$ cat config.mk
export PLATFORM = sky130hd
export DESIGN_NAME = imem_loader
export DESIGN_NICKNAME = d
export VERILOG_FILES = /design/src/rtl/imem_loader.sv
export SDC_FILE = /design/constraint.sdc
export NUM_CORES = 1
export LEC_CHECK = 0
export CELL_PAD_IN_SITES_DETAIL_PLACEMENT = 1
export CELL_PAD_IN_SITES_GLOBAL_PLACEMENT = 2
export CORE_MARGIN = 1.5
export CORE_UTILIZATION = 28
export CTS_BUF_LIST = sky130_fd_sc_hd__clkbuf_16
export DETAILED_ROUTE_END_ITERATION = 12
export PLACE_DENSITY_LB_ADDON = 0.25
export REMOVE_ABC_BUFFERS = 1
export SYNTH_ARGS = -nofsm -noshare
export SYNTH_HDL_FRONTEND = slang
export SYNTH_SLANG_ARGS = --single-unit
$ cat constraint.sdc
create_clock -name i_clk -period 1.7 [get_ports i_clk]
set_input_delay 0.51 -clock i_clk [delete_from_list [all_inputs] [get_ports i_clk]]
set_output_delay 0.51 -clock i_clk [all_outputs]
set_load 0.02 [all_outputs]
$ cat src/rtl/imem_loader.sv
// -----------------------------------------------------------------------------
// imem_loader
//
// Purpose:
//   Write-side companion to the instruction memory. Accepts a byte stream from
//   the host link and assembles it into little-endian 32-bit instruction words.
//   Each completed word is issued as a one-cycle write on the imem write port.
//   The core is held (o_cpu_hold) while a program is being loaded.
//
// Parameters:
//   DEPTH      number of 32-bit words in imem (power of two, >= 2)
//   BASE_ADDR  byte address of the first word written (word aligned)
//
// Ports:
//   i_clk        system clock, all logic on the rising edge
//   i_reset      synchronous, active-high reset
//   i_start      one-cycle pulse: begin a load of i_num_words words
//   i_num_words  number of words to load, sampled only on an accepted start
//   i_s_valid    byte on i_s_data is valid
//   i_s_data     program byte; the first byte is instruction bits [7:0]
//   o_s_ready    loader accepts a byte this cycle (handshake = valid & ready)
//   o_mem_we     imem write enable, one cycle per word
//   o_mem_addr   byte address of the word being written ([1:0] always 0)
//   o_mem_wdata  assembled instruction word
//   o_cpu_hold   core must stall while high
//   o_busy       a load is in progress
//   o_done       last load completed; held until the next accepted start
//   o_err        one-cycle pulse: start rejected (word count 0 or > DEPTH)
// -----------------------------------------------------------------------------
module imem_loader #(
  parameter int          DEPTH     = 64,
  parameter logic [31:0] BASE_ADDR = 32'h0,
  localparam int         AW        = $clog2(DEPTH)
) (
  input  logic          i_clk,
  input  logic          i_reset,
  input  logic          i_start,
  input  logic [AW:0]   i_num_words,
  input  logic          i_s_valid,
  input  logic [7:0]    i_s_data,
  output logic          o_s_ready,
  output logic          o_mem_we,
  output logic [31:0]   o_mem_addr,
  output logic [31:0]   o_mem_wdata,
  output logic          o_cpu_hold,
  output logic          o_busy,
  output logic          o_done,
  output logic          o_err
);

  typedef enum logic [1:0] {
    ST_IDLE = 2'd0,
    ST_LOAD = 2'd1,
    ST_DONE = 2'd2
  } state_t;

  localparam logic [AW:0] LP_DEPTH = (AW + 1)'(DEPTH);
  localparam logic [AW:0] LP_ONE   = (AW + 1)'(1);

  state_t        r_state;
  logic [AW:0]   r_count;
  logic [AW:0]   r_word_idx;
  logic [1:0]    r_byte_cnt;
  logic [23:0]   r_shift;
  logic          r_mem_we;
  logic [31:0]   r_mem_addr;
  logic [31:0]   r_mem_wdata;
  logic          r_done;
  logic          r_err;

  logic          w_loading;
  logic          w_num_ok;
  logic [31:0]   w_word_addr;

  assign w_loading = (r_state == ST_LOAD);
  assign w_num_ok  = (i_num_words != '0) && (i_num_words <= LP_DEPTH);

  // Only the low AW bits of the word index form the address; the index never
  // reaches DEPTH while a write is being issued, so the address stays in range.
  assign w_word_addr = BASE_ADDR + {{(30 - AW){1'b0}}, r_word_idx[AW-1:0], 2'b00};

  // Main control: state, byte assembly and the registered write port.
  // The first three bytes of a word are parked in r_shift; the fourth byte is
  // merged directly into the write data so the word is written the very next
  // cycle without stalling the byte stream.
  always_ff @(posedge i_clk) begin
    if (i_reset) begin
      r_state     <= ST_IDLE;
      r_count     <= '0;
      r_word_idx  <= '0;
      r_byte_cnt  <= '0;
      r_shift     <= '0;
      r_mem_we    <= 1'b0;
      r_mem_addr  <= '0;
      r_mem_wdata <= '0;
      r_done      <= 1'b0;
      r_err       <= 1'b0;
    end else begin
      r_mem_we <= 1'b0;
      r_err    <= 1'b0;
      case (r_state)
        ST_IDLE, ST_DONE: begin
          if (i_start) begin
            if (w_num_ok) begin
              r_state    <= ST_LOAD;
              r_count    <= i_num_words;
              r_word_idx <= '0;
              r_byte_cnt <= '0;
              r_done     <= 1'b0;
            end else begin
              r_err <= 1'b1;
            end
          end
        end
        ST_LOAD: begin
          // A start pulse here is deliberately ignored.
          if (i_s_valid) begin
            r_byte_cnt <= r_byte_cnt + 2'd1;
            case (r_byte_cnt)
              2'd0: r_shift[7:0]   <= i_s_data;
              2'd1: r_shift[15:8]  <= i_s_data;
              2'd2: r_shift[23:16] <= i_s_data;
              default: begin
                r_mem_we    <= 1'b1;
                r_mem_wdata <= {i_s_data, r_shift};
                r_mem_addr  <= w_word_addr;
                r_word_idx  <= r_word_idx + LP_ONE;
                if (r_word_idx == (r_count - LP_ONE)) begin
                  r_state <= ST_DONE;
                  r_done  <= 1'b1;
                end
              end
            endcase
          end
        end
        default: r_state <= ST_IDLE;
      endcase
    end
  end

  assign o_s_ready   = w_loading;
  assign o_busy      = w_loading;
  // The final write happens the cycle after the state has left LOAD, so the
  // pending write keeps the core held until it has landed in imem.
  assign o_cpu_hold  = w_loading | r_mem_we;
  assign o_mem_we    = r_mem_we;
  assign o_mem_addr  = r_mem_addr;
  assign o_mem_wdata = r_mem_wdata;
  assign o_done      = r_done;
  assign o_err       = r_err;

endmodule

==> results of run 1 <==
==> per-stage QoR <==
| stage | TNS, ns | cell area [um^2] | hold WS, ns | setup WS, ns | utilization (%) |
|---|---|---|---|---|---|
| 6_report | 0 | 4920 | 0.436 | 0.0305 | 40.3 |
| 3_3_place_gp | -22.31 | 4460 | 0.443 | -0.559 | 36.5 |
| 3_5_place_dp | -24.11 | 4460 | 0.446 | -0.622 | 36.5 |
| 5_1_grt | -0.205 | 4920 | 0.448 | -0.0822 | 40.3 |
| 4_1_cts | 0 | 4810 | 0.452 | 0.0138 | 39.4 |
| 2_1_floorplan | -25.26 | 3320 | 0.426 | -0.886 | - |
==> how the worst min path moves through the flow <==
stage / start / end / slack, ns / cells after the start
3_5_place_dp: o_mem_wdata[31] / o_mem_wdata[31] / 0.45 / 2
3_3_place_gp: o_mem_wdata[30] / o_mem_wdata[30] / 0.44 / 2
6_report: i_num_words[2] / r_count[2] / 0.44 / 3
2_1_floorplan: r_shift[0] / o_mem_wdata[0] / 0.43 / 2
5_1_grt: i_num_words[3] / r_count[3] / 0.45 / 3
4_1_cts: o_mem_wdata[31] / o_mem_wdata[31] / 0.45 / 2
==> layout make-up <==
cell class	instances	area [um^2]	share of cell area, %
inverter	4	15.0	0.305
clock buffer	9	225	4.57
timing repair buffer	105	921	18.7
clock inverter	7	85.1	1.73
tap	168	210	4.27
multi-input combinational	326	1800	36.5
sequential	83	1670	33.9
==> synth_stat cells, drive strengths merged <==
| master | number | area share (%) |
|---|---|---|
| and3 | 5 | 0.91 |
| a211o | 1 | 0.28 |
| a31oi | 3 | 0.53 |
| a31o | 1 | 0.25 |
| buf | 39 | 7.8 |
| a311oi | 1 | 0.25 |
| nor4 | 1 | 0.60 |
| nor3 | 2 | 0.28 |
| nor2 | 16 | 1.7 |
| nand2 | 142 | 15 |
| dfxtp | 83 | 47 |
| and4 | 1 | 0.25 |
| a21oi | 72 | 10 |
| conb | 1 | 0.11 |
| xor2 | 6 | 1.5 |
| clkbuf | 15 | 1.6 |
| inv | 4 | 0.42 |
| nand4 | 2 | 0.53 |
| o21ai | 2 | 0.28 |
| nand2b | 1 | 0.18 |
| nor2b | 1 | 0.25 |
| xnor2 | 11 | 2.7 |
| a32o | 1 | 0.28 |
| a2111oi | 1 | 0.77 |
| and2 | 2 | 0.39 |
| mux2 | 1 | 0.32 |
| mux2i | 1 | 0.28 |
| and4b | 1 | 0.28 |
| o31a | 1 | 0.25 |
| nand3 | 12 | 1.7 |
| a211oi | 1 | 0.21 |
| nand3b | 1 | 0.21 |
| ha | 6 | 2.1 |
| or2 | 2 | 0.35 |
| nor4b | 1 | 0.42 |
| and2b | 1 | 0.21 |
==> cell families (layout without fill, tap and decap cells) <==
logic type,count (synthesis),count (layout)
buffers and inverters,58,125
other,1,26
muxes,2,2
adders and majority gates,6,6
and+or+nand+nor,191,191
AOI/OAI and AO/OA,84,84
xor gates and xnor gates,17,17
DFF,83,83
==> routing by layer <==
layer,part of all wire (%),global-route usage (%),vias to the layer above
li1,-,-,1566
met1,49,20.6,1444
met2,45,23.0,71
met3,3.8,2.30,14
met4,2.3,7.32,0
met5,0,0,-
==> critical path, delay by kind of cell, from the launching register on <==
| kind | cells | cell delay [ns] |
|---|---|---|
| and+or+nand+nor | 2 | 0.37 |
| buffers and inverters | 1 | 0.13 |
| DFF | 1 | 0.33 |
==> repair_timing <==
item	in CTS	in global routing
buffers inserted	3	3
endpoints found under the setup margin	62	16
pin swaps	7	13
hold buffers	0	0
resized for setup	84	30
==> power by group through the flow <==
stage / registers [W] / logic [W] / clock network (W)
after detailed placement: 0.00203 / 0.000362 / 0
after global routing: 0.00199 / 0.000440 / 0.00219
after global placement: 0.00203 / 0.000357 / 0
after CTS: 0.00199 / 0.000374 / 0.00211
final: 0.00199 / 0.000404 / 0.00204
after floorplan: 0.00202 / 0.000172 / 0
==> sequential cells by signal, summed over array words and instances, names as in the netlist <==
signal,flops
r_state,2
o_mem_we,1
o_mem_wdata,32
o_mem_addr,6
r_byte_cnt,2
o_done,1
r_shift,24
r_word_idx,7
r_count,7
o_err,1
==> flow_summary.ini, run 1 <==
[cells_and_area]
final_cell_mix = nand2_1 (140), dfxtp_1 (80), a21oi_1 (71)
fin_cells = 702
insertedDiodeCount = 0
drive_gt1_share_pct = 18.5
layout_commonest_cell = nand2_1
syn_to_final_growth_pct = 38.4
n_fill_cell = 1487
fin_nets = 554

[die]
rows = 40
die-area_um2 = 13400
core_um2 = 12200
start_util_pct = 29.1
die-height_um = 116
die_x_um = 116
top_level_ports = 89

[power]
p_comb_share_pct = 9.1
p_per_area_nw_per_um2 = 900
switchingPower_w = 0.00103
total_power_w = 0.00443
p_leak_nw = 2.02
peakVddDrop_v = 0.000364
power_frac_seq_pct = 44.8
internal_power_w = 0.00340
swShare_pct = 23.2
clkPwrFrac_pct = 46.1

[setup_path]
reg2reg_from = r_state[0]
startpoint = r_state[0]
cp_cell_sequence = nor2b_4 > or2_4 > buf_6
reg2regPathDepth = 7
required_ns = 1.19
crit_path_start_kind = flip-flop
cpMaxStageDelayCell = dfxtp_2
reg2reg_to = r_word_idx[6]
worst-setup-path-type = reg2out
cp_max_fo = 3
setup.worst_path.end_class = output pin
max_stage_delay_ns = 0.33
regToRegSetupSlack_ns = 0.04
crit_arrival_ns = 1.16
crit_end = o_cpu_hold

[cts]
h-tree-depth = 3
cts_buffers = 9
insertion_delay_ns = 0.34
clockRootBuffer = clkbuf_16
clk_pin_slew_worst_paths_ns = 0.06
clkSinkCount = 83
cts_tree = done
cts.path.max_buffers = 2

[hold_path]
hp-class = in2reg

[routing]
drc_errors = 0
drtPass1Iterations = 4
detail_route.vias_per_cell = 4.41
drtIter0Drc = 110
vias = 3095
wl_mm = 9.75
route.detailed.wl_per_inst_um = 13.9
ant_nets = 0

[synth]
avgSynthCellArea_um2 = 8.05
synth-simple-area-share_pct = 23.2
synthXorXnorAreaFrac_pct = 4.19
synth_cell_types = 43
yosys_warnings = 0
netlist_area_um2 = 3560
ys_seq_area_share_pct = 46.7
synth_compound_area_share_pct = 13.2
synth.area.mux_share_pct = 0.598
synth_adder_area_share_pct = 2.11
ys_ff_latch = 83
synth_top_family_by_area = simple AND/OR/NAND/NOR gates
synthCells = 442

[flow_run]
maxCapViolCount = 0

[place]
portBuffers = 62
dp_hpwl_mm = 6.83
gp_congestion = 0.741
place_inst = 680

[global_routing]
grt_pass1_vias = 3045
grt_max_degree = 35
grt_pass1_wl_mm = 15.3
antenna_found_initial = 0
gr-usage-all-layers_pct = 15.0
overflow = 0

[sta]
hold_viol = 0
setup_viol_count_final = 0
layout_min_cycle_time_ns = 1.67
period_share_pct = 98.2
maxSlewViolCount = 0
fin_worst_skew_ns = 0.00466
max_freq_mhz = 599
rsz0062_at_grt = true

[status]
status = finished clean
(Power assumes the default switching activity.)
==> run 2, diff against run 1 <==
- CORE_UTILIZATION: 28 -> 30
- clock period: 1.7 -> 2.1 ns (I/O delays scaled with it)
==> run 2 against run 1 <==
  * Core utilization about the same
  * Die area is 6.5% lower
  * First-iteration DRC count decreased by 10%
  * Total power is 20% lower
  * Via count decreased by 2.6%
  * Largest cell class unchanged
  * Largest power group unchanged
==> flow_summary.ini, run 2 (same netlist as run 1, synthesis figures left out) <==
[routing]
ant_nets = 0
drtPass1Iterations = 4
wl_met3_um = 333
top_layer_used = met4
wl_met1_mm = 4.54
vias = 3013
detail_route.vias_per_cell = 4.60
drc_errors = 0
wl_mm = 9.25
drtIter0Drc = 99
route.detailed.wl_per_inst_um = 14.1
route.met2.wl_mm = 4.24

[die]
die_x_um = 112
core_um2 = 11500
start_util_pct = 31.0
die-area_um2 = 12500
rows = 39
die-height_um = 112
top_level_ports = 89

[power]
p_comb_share_pct = 7.7
swShare_pct = 22.9
total_power_w = 0.00353
internal_power_w = 0.00272
switchingPower_w = 0.000810
p_per_area_nw_per_um2 = 764
p_leak_nw = 1.67
power_frac_seq_pct = 45.5
peakVddDrop_v = 0.000326
clkPwrFrac_pct = 46.8

[cts]
h-tree-depth = 3
clockRootBuffer = clkbuf_16
hold_buffers = 0
clk_pin_slew_worst_paths_ns = 0.06
cts_buffers = 9
clkSinkCount = 83
cts_tree = done
cts.path.max_buffers = 2
insertion_delay_ns = 0.33
post_cts_buffers = 0

[setup_path]
crit_arrival_ns = 1.38
cpMaxStageDelayCell = dfxtp_1
critPathBufInv = 1
cp_top_family = simple AND/OR/NAND/NOR gates
cp_max_fo = 4
required_ns = 1.47
cp_cell_sequence = nor2b_4 > or2_2 > clkdlybuf4s15_1
crit_path_start_kind = flip-flop
max_stage_delay_ns = 0.34
setup.worst_path.end_class = output pin
worst-setup-path-type = reg2out

[global_routing]
grt_pass1_vias = 3086
grt_max_degree = 30
gr-usage-all-layers_pct = 15.1
overflow = 0
grt_pass1_wl_mm = 15.1
antenna_found_initial = 0

[sta]
rsz0062_at_grt = true
max_freq_mhz = 497
period_share_pct = 95.8
setup_tns_ns = 0
hold_viol = 0
maxSlewViolCount = 0
setup_viol_count_final = 0
layout_min_cycle_time_ns = 2.01
hold_ws_ns = 0.451
fin_worst_skew_ns = 0.00576

[hold_path]
hp-class = reg2reg

[cells_and_area]
layout_commonest_cell = nand2_1
largest_reg_flops = 32
n_fill_cell = 1355
fin_nets = 532
syn_to_final_growth_pct = 30.0
insertedDiodeCount = 0
drive_gt1_share_pct = 9.96
final_cell_mix = nand2_1 (141), dfxtp_1 (83), a21oi_1 (72)

[place]
gp_congestion = 0.750
dp_hpwl_mm = 6.61
portBuffers = 62

[status]
status = finished clean

[flow_run]
maxCapViolCount = 0
## run 2: worst paths after layout
kind	start	end	slack, ns	depth (start not counted)
max	r_state[0]	o_cpu_hold	0.09	3
min	r_shift[22]	o_mem_wdata[22]	0.45	2
max reg2reg	r_count[0]	o_done	0.33	7
min reg2reg	r_shift[22]	o_mem_wdata[22]	0.45	2
## run 2: area by class of cell
class	instances	area (um^2)	area share [%]
Tap cell	143	179	3.87
Timing Repair Buffer	83	792	17.1
Clock buffer	9	225	4.87
Multi-Input combinational cell	326	1670	36.1
Inverter	4	15.0	0.325
Clock inverter	7	85.1	1.84
Sequential cell	83	1660	35.9
## run 2: layer usage
layer,up-vias,track usage (%)
met5,-,0
met3,9,3.38
met4,0,5.32
li1,1520,-
met2,59,25.1
met1,1425,19.4
## run 2: power by group through the flow
stage	combinational (W)	sequential (W)	clock [W]
floorplan	0.000139	0.00164	0
global placement	0.000269	0.00164	0
detailed placement	0.000273	0.00164	0
CTS	0.000272	0.00161	0.00169
global route	0.000296	0.00161	0.00176
finish	0.000272	0.00161	0.00165
## run 2: tightest hold or removal path, delay by kind of cell (launching register included)
| kind | cells | cell delay (ns) |
|---|---|---|
| DFF | 1 | 0.31 |
| and+or+nand+nor | 1 | 0.05 |
| AOI/OAI and AO/OA | 1 | 0.05 |
## run 2: metrics by stage
step | worst slack (ns) | instances | instance area [um^2] | utilization, %
CTS | -0.000473 | 655 | 4590 | 40.0
detailed placement | -0.360 | 639 | 4280 | 37.3
global route | 0.00780 | 655 | 4630 | 40.3
floorplan | -0.486 | 413 | 3320 | -
global placement | -0.223 | 639 | 4280 | 37.3
finish | 0.0889 | 655 | 4630 | 40.3
## run 2: what timing repair did
item                       in CTS  in global routing
resized for setup               4                  9
setup endpoints to repair       4                 10
pin swaps                       0                  2
hold endpoints to repair        0                  0
